`config.mk`:
```
export PLATFORM = sky130hd
export DESIGN_NAME = vga_line_fetch
export DESIGN_NICKNAME = d
export VERILOG_FILES = /design/src/rtl/vga_line_fetch.sv
export SDC_FILE = /design/constraint.sdc
export NUM_CORES = 2
export LEC_CHECK = 0
export ABC_CLOCK_PERIOD_IN_PS = 8800
export CAP_MARGIN = 20
export CORE_MARGIN = 2
export CORE_UTILIZATION = 40
export DETAILED_ROUTE_END_ITERATION = 8
export GPL_ROUTABILITY_DRIVEN = 0
export GPL_TIMING_DRIVEN = 0
export PLACE_DENSITY = 0.62
export SLEW_MARGIN = 20
export SYNTH_ARGS = -nofsm -noshare
export SYNTH_HDL_FRONTEND = slang
export SYNTH_SLANG_ARGS = --single-unit
```
`constraint.sdc`:
```
create_clock -name pixel_clk -period 8.8 [get_ports pixel_clk]
set_clock_uncertainty 0.2 [all_clocks]
set_input_delay 2.64 -clock pixel_clk [delete_from_list [all_inputs] [get_ports pixel_clk]]
set_output_delay 2.64 -clock pixel_clk [all_outputs]
set_load 0.05 [all_outputs]
```
`src/rtl/vga_line_fetch.sv`:
```
// Frame-buffer read scheduler: issues burst reads over req/ack and buffers the
// returned pixels in a show-ahead FIFO that feeds the VGA display pipeline.
module vga_line_fetch #(
    parameter int unsigned   HDISP      = 800,
    parameter int unsigned   VDISP      = 480,
    parameter int unsigned   BURST      = 16,
    parameter int unsigned   FIFO_DEPTH = 64,
    parameter int unsigned   AW         = 32,
    parameter logic [AW-1:0] BASE       = '0
) (
    input  logic          pixel_clk,
    input  logic          pixel_rst,
    input  logic          frame_start,
    input  logic          pix_rd,
    output logic [23:0]   pix_data,
    output logic          pix_valid,
    output logic          mem_req,
    output logic [AW-1:0] mem_addr,
    input  logic          mem_ack,
    input  logic [23:0]   mem_rdata,
    input  logic          mem_rvalid,
    output logic          underflow
);

    localparam int unsigned TOTAL = HDISP * VDISP;
    localparam int unsigned PW    = $clog2(TOTAL + 1);
    localparam int unsigned CW    = $clog2(FIFO_DEPTH + 1);
    localparam int unsigned PTRW  = $clog2(FIFO_DEPTH);
    localparam int unsigned BW    = $clog2(BURST + 1);

    typedef enum logic [2:0] {StIdle, StReq, StData, StDrain, StDone} state_e;

    state_e          state_q, state_d;
    logic [PW-1:0]   p_q, p_d;
    logic [BW-1:0]   beat_q, beat_d;
    logic            req_q, req_d;
    logic            flush, push, pop, last_beat, space_ok;

    logic [23:0]     fifo_mem [FIFO_DEPTH];
    logic [CW-1:0]   count_q;
    logic [PTRW-1:0] wr_ptr_q, rd_ptr_q;
    logic [23:0]     hold_q;
    logic            underflow_q;

    assign last_beat = (beat_q == BW'(BURST - 1));
    assign space_ok  = (CW'(FIFO_DEPTH) - count_q) >= CW'(BURST);
    assign pop       = pix_rd && (count_q != '0);

    always_comb begin
        state_d = state_q;
        p_d     = p_q;
        beat_d  = beat_q;
        req_d   = req_q;
        flush   = 1'b0;
        push    = 1'b0;
        unique case (state_q)
            StIdle, StDone: begin
                if (frame_start) begin
                    flush   = 1'b1;
                    p_d     = '0;
                    state_d = StReq;
                end
            end
            StReq: begin
                if (req_q && mem_ack) begin
                    // An accepted burst must still be drained even if a restart arrives now.
                    req_d   = 1'b0;
                    p_d     = p_q + PW'(BURST);
                    beat_d  = '0;
                    state_d = frame_start ? StDrain : StData;
                end else if (frame_start) begin
                    req_d = 1'b0;
                    flush = 1'b1;
                    p_d   = '0;
                end else if (!req_q && space_ok) begin
                    req_d = 1'b1;
                end
            end
            StData: begin
                if (mem_rvalid) begin
                    beat_d = beat_q + 1'b1;
                    push   = !frame_start;
                    if (last_beat) begin
                        if (frame_start) begin
                            flush   = 1'b1;
                            p_d     = '0;
                            state_d = StReq;
                        end else begin
                            state_d = (p_q == PW'(TOTAL)) ? StDone : StReq;
                        end
                    end else if (frame_start) begin
                        state_d = StDrain;
                    end
                end else if (frame_start) begin
                    state_d = StDrain;
                end
            end
            StDrain: begin
                if (mem_rvalid) begin
                    beat_d = beat_q + 1'b1;
                    if (last_beat) begin
                        flush   = 1'b1;
                        p_d     = '0;
                        state_d = StReq;
                    end
                end
            end
            default: state_d = StIdle;
        endcase
    end

    always_ff @(posedge pixel_clk or posedge pixel_rst) begin
        if (pixel_rst) begin
            state_q <= StIdle;
            p_q     <= '0;
            beat_q  <= '0;
            req_q   <= 1'b0;
        end else begin
            state_q <= state_d;
            p_q     <= p_d;
            beat_q  <= beat_d;
            req_q   <= req_d;
        end
    end

    always_ff @(posedge pixel_clk or posedge pixel_rst) begin
        if (pixel_rst) begin
            count_q     <= '0;
            wr_ptr_q    <= '0;
            rd_ptr_q    <= '0;
            hold_q      <= '0;
            underflow_q <= 1'b0;
        end else begin
            if (pix_rd && (count_q == '0)) begin
                underflow_q <= 1'b1;
            end
            if (flush) begin
                count_q  <= '0;
                wr_ptr_q <= '0;
                rd_ptr_q <= '0;
                hold_q   <= '0;
            end else begin
                if (push) begin
                    wr_ptr_q <= wr_ptr_q + 1'b1;
                end
                if (pop) begin
                    rd_ptr_q <= rd_ptr_q + 1'b1;
                    hold_q   <= fifo_mem[rd_ptr_q];
                end
                if (push && !pop) begin
                    count_q <= count_q + 1'b1;
                end else if (pop && !push) begin
                    count_q <= count_q - 1'b1;
                end
            end
        end
    end

    always_ff @(posedge pixel_clk) begin
        if (push) begin
            fifo_mem[wr_ptr_q] <= mem_rdata;
        end
    end

    // When empty, the last popped pixel (or zero after flush/reset) stays on the bus.
    assign pix_data  = (count_q != '0) ? fifo_mem[rd_ptr_q] : hold_q;
    assign pix_valid = (count_q != '0);
    assign mem_req   = req_q;
    assign mem_addr  = BASE + (AW'(p_q) << 2);
    assign underflow = underflow_q;

endmodule

```
# --- Yosys cells after proc, flatten, opt, wreduce, memory -nomap -nowiden ---
# Memories as Yosys holds them, arrays and structs flattened.
# Cells that the tools add are included.
totals:
  regBits: 72
  latch_bits: 0
  mem_bits_rw: 1536
  romBits: 0
  inputBits: 30
  output_inout_bits: 59
  elab_cells: 101
  memories: 1
classes:
  add_sub_neg: 7
  multipliers: 0
  div_mod_pow: 0
  magnitude_cmp: 1
  eq_ne: 13
  n_shift: 0
  n_mux: 45
  bitwise_logic: 0
  n_reduce_logical: 25
memory_table:
  columns: ["memory", "depth", "word_bits", "rd", "rd_clocked_by_memory_dff", "wr", "line", "rtl"]
  rows:
  - ["fifo_mem", 64, 24, 1, 0, 1, "39", "logic [23:0] fifo_mem [FIFO_DEPTH];"]
op_table:
  columns: ["cell", "n"]
  rows:
  - ["two-way mux 19 bit", 6]
  - ["case mux 19 bit (4 select lines)", 1]
  - ["two-way mux 24 bit", 3]
  - ["two-way mux 3 bit", 9]
  - ["two-way mux 6 bit", 4]
  - ["two-way mux 7 bit", 3]
  - ["adder 19 x 5 -> 19 bit (second input constant)", 1]
  - ["equality test 19 bit (second input constant)", 1]
  - ["two-way mux 1 bit", 14]
  - ["adder 6 x 1 -> 6 bit (second input constant)", 2]
  - ["!= test 2 bit (second input constant)", 6]
  - ["case mux 3 bit (4 select lines)", 1]
  - ["two-way mux 5 bit", 2]
  - ["case mux 5 bit (2 select lines)", 1]
  - ["adder 7 x 1 -> 7 bit (second input constant)", 1]
  - ["greater-or-equal comparator 7 x 5 -> 1 bit (second input constant)", 1]
  - ["logical NOT 7 bit", 1]
  - ["nonzero test 7 bit", 1]
  - ["subtractor 7 x 1 -> 7 bit (second input constant)", 1]
  - ["subtractor 7 bit (first input constant)", 1]
  - ["equality test 3 x 2 -> 1 bit (second input constant)", 2]
  - ["logical AND 1 bit", 6]
  - ["nonzero test 2 bit", 3]
  - ["nonzero test 3 bit", 2]
  - ["other kinds (14)", 18]

# --- Depth between registers and ports, before layout ---
depth:
  depth_word: 8
  ltp_mapped: 14

# --- Worst setup path before layout ---
# No wires, ideal clock.
synth_timing:
  path_type: "register to output"
  startpoint: "register rd_ptr_q[0]"
  endpoint: "output pix_data[15]"
  t_arrival_ps: 2872
  t_required_ps: 5960
  slack_ps: 3088
  path_stages_with_launch: 10
  cell_sequence: "dfrtp_1 > buf_2 > buf_4 > nand3b_1 > clkbuf_1 > o22ai_1 > a211oi_1 > a22o_1 > mux2_2 > o21ai_0"
synth_via:
  elab_chain_cells: 2
synth_rtl:
  columns: ["element", "line", "rtl"]
  rows:
  - ["start: declaration", "41", "logic [PTRW-1:0] wr_ptr_q, rd_ptr_q;"]
  - ["start signal: assignment", "147", "rd_ptr_q <= rd_ptr_q + 1'b1;"]
  - ["memory read (64 x 24 bit)", null, null]
  - ["two-way mux 24 bit", "166", "assign pix_data = (count_q != '0) ? fifo_mem[rd_ptr_q] : hold_q;"]
  - ["end: declaration", "15", "output logic [23:0] pix_data,"]
# No other way between the ends.

# --- Worst setup path after layout ---
layout_timing:
  startpoint: "register rd_ptr_q[1]"
  endpoint: "output pix_data[17]"
# Same word-level chain as after synthesis.

==> results.md <==
* Maxcap violations at 0
* Number of DRC markers in iteration 0 at 4132
* Num rows at 145
* Achievable clock frequency at 114 MHz
* I/O Buffers at 74
* Io pins at 89
* Most used DFF post-synth: edfxtp_1
* Final WL at 172000 µm
* All-Layer GR Usage at between 20% and 30%
* Asr flop ratio synth at between 4 and 5%
* Clock power share at 31.3%
* Multi-input logic area at 0.0140 mm²
* Aggregate global routing overflow at 0
* Switching power at approximately 7.4 mW
* Dpl hpwl at roughly 120000 µm
* Worst R2R Path Depth at 10
* Layout cell share with drive strength beyond 1 at 23.6%
* Final setup fails at 0
* Commonest non-fill, non-tap cell in the layout: edfxtp_1
* Critical Path AT at 5960 ps
* Yosys reg bits at 1608
* Clk_lat worst skew at 790 ps
* Hold Crit Endpoint: underflow
* Gate power share at 30.4%
* Die Span X at around 400 µm
* Post-route minimum period at 8800 ps
* Number of CTS-inserted buffers at approximately 170
* Kind of critical path: register to primary output
* Setup bufs post-CTS at 0
* Mapped cell area at 0.0626 mm²
* Pwr Density at 303 mW/mm²
* Hold Startpoint: underflow
* Initial Utilization at approximately two fifths
* R2R Setup Slk at 4650 ps
* Internal power at 14.9 mW
* Startpoint types: register
* DRC viols at 0
* First-pass GRT wire length at 240000 µm
* Tightest Hold Check Type: register to register
* Status: finished clean
* Synth Area per Inst at 20.2 µm²
* Crit. End Element: primary output
* Final Max Slew Viols at 0
* Reg-to-reg endpoint: fifo_mem[2][4]
* CP Max Fanout at 10
* Sequential share of power at between 30% and 40%
* Sw frac at between 30 and 40%
* Die Y at 400 µm
* Sequential standard cell area at between 0.04 and 0.05 mm²
* Nets at 3471
* Tightest Pin Transition at 1200 ps
* Post-Syn Instances at 3092
* Vias in the first global route at between 30000 and 40000
* Period utilisation layout at 99.9%
* Final Hold Viols at 0
* Most frequent cells in the layout: edfxtp_1, mux4_2, mux2i_1
* Final ANT Viol Nets at 0
* 1st-pass router iterations at 5
* WHS Path Cells at 1
* Full die area at roughly 0.16 mm²
* Clk root buf: clkbuf_16
* CTS max path bufs at 3
* Layout filler cell count at approximately 13000
* RSZ-0062 raised after global routing: no
* CTS tree: done
* Largest net degree at the start of global routing at 65
* Syn-to-layout area delta at 17.8%
* Yosys warns at 0
* Pwr Total at 22.4 mW
* Unique cell type count in the Yosys netlist at 60
* Routed via count at 32800
* Wire length per cell at 30.6 µm
* # clock sinks at 1608
* Vias per inst at 5.84
* Post-synth EDFFs at 1536
* VDD IR max at 470 µV
* Clock Pin Slew Worst Setup and Hold Paths at around 60 ps
* Initial antenna violation count at 3
* Crit Reg-Reg Startpoint: beat_q[0]
* Core outline area at about 0.16 mm²
* Leak pwr at 23.5 nW
* CP required at 5960 ps
* Slew headroom at 19.3%
* Setup TNS at 0 ps
* # H-tree levels at 4
* Register area share after synthesis at 76.6%
through the flow:
| step | setup slack, ps | instance area, µm² | instances | util, % | hold WS (ps) |
|---|---|---|---|---|---|
| finish | 4.79 | 73700 | 5622 | 47.3 | 272 |
| global route | 30.4 | 73700 | 5620 | 47.3 | 302 |
| CTS | 8.77 | 73700 | 5620 | 47.3 | 282 |
| detailed placement | 878 | 68300 | 5316 | 43.8 | 269 |
| global placement | 851 | 65900 | 5236 | 42.3 | 243 |
| floorplan | 3090 | 62600 | 3104 | - | 249 |
area by class of cell:
type                       count  area share [%]
antenna                        2         0.00679
multi-input combinational   1284            19.0
timing repair buffer         154            3.55
buffer                       198            1.48
inverter                      14          0.0747
clock buffer                 207            5.96
sequential                  1608            65.0
clock inverter                97            1.42
tap                         2058            3.49
registers in the layout, indices dropped and copies added, names as in the netlist:
name	flops
underflow	1
hold_q	24
rd_ptr_q	6
fifo_mem	1536
mem_req	1
p_q	19
beat_q	5
wr_ptr_q	6
count_q	7
state_q	3
what timing repair did:
| item | in CTS | in global routing |
|---|---|---|
| gates resized for setup | 0 | 2 |
| hold buffers | 0 | 0 |
| endpoints found under the setup margin | 0 | 2 |
synthesized netlist by cell type, types with 48 or more instances:
library cell,n,share of area [%]
a22o_1,50,0.70
nand2_1,69,0.41
o22ai_1,58,0.58
edfxtp_1,1536,74
mux4_2,289,10
buf_4,61,0.73
nor2_1,118,0.71
dfrtp_1,72,2.9
a22oi_1,94,1.1
a211oi_1,48,0.58
mux2i_1,198,3.2
a21oi_1,75,0.60
clkbuf_1,76,0.46
layer usage:
layer	up-vias	global-route usage, %	share of wire, %
met3	236	4.86	10
li1	13500	-	-
met4	0	6.46	2.8
met5	-	0	0
met1	17400	31.4	42
met2	1739	32.3	45
kinds of logic (layout without fill, tap and decap cells):
family                   after synthesis  count (layout)  synth area share (%)
multiplexers                         511             511                  14.0
AO/OA/AOI/OAI                        471             471                  5.17
adder cells (fa/ha/maj)               14              14                 0.292
buffers and inverters                212             670                  1.83
flip-flops                          1608            1608                  76.6
AND/OR/NAND/NOR                      259             259                  1.89
other                                  1              15               0.00599
XOR/XNOR                              16              16                 0.224
worst max-delay path, cell delays in order, from the launching register on:
cell	delay [ps]
dfrtp_1	360
buf_4	210
nor2b_1	320
clkbuf_1	920
buf_2	520
a22oi_1	240
a22o_1	340
mux2_2	280
o21ai_0	920
clkdlybuf4s50_1	990
how the worst max path moves through the flow:
stage / from / endpoint / slack [ps] / cells after the start
after floorplan: rd_ptr_q[0] / pix_data[15] / 3090 / 9
after global placement: rd_ptr_q[3] / pix_data[18] / 850 / 9
after detailed placement: rd_ptr_q[3] / pix_data[18] / 880 / 9
after CTS: rd_ptr_q[3] / pix_data[18] / 9 / 9
after global routing: rd_ptr_q[3] / pix_data[17] / 30 / 9
final: rd_ptr_q[1] / pix_data[17] / 5 / 9
power groups by stage:
stage	registers [mW]	logic (mW)	clock network (mW)
after floorplan	8.72	4.08	0
after global placement	8.74	6.66	0
after detailed placement	8.72	6.71	0
after CTS	8.56	6.74	7.08
after global routing	8.57	7.04	7.37
final	8.56	6.79	6.99
(Power assumes the default switching activity.)
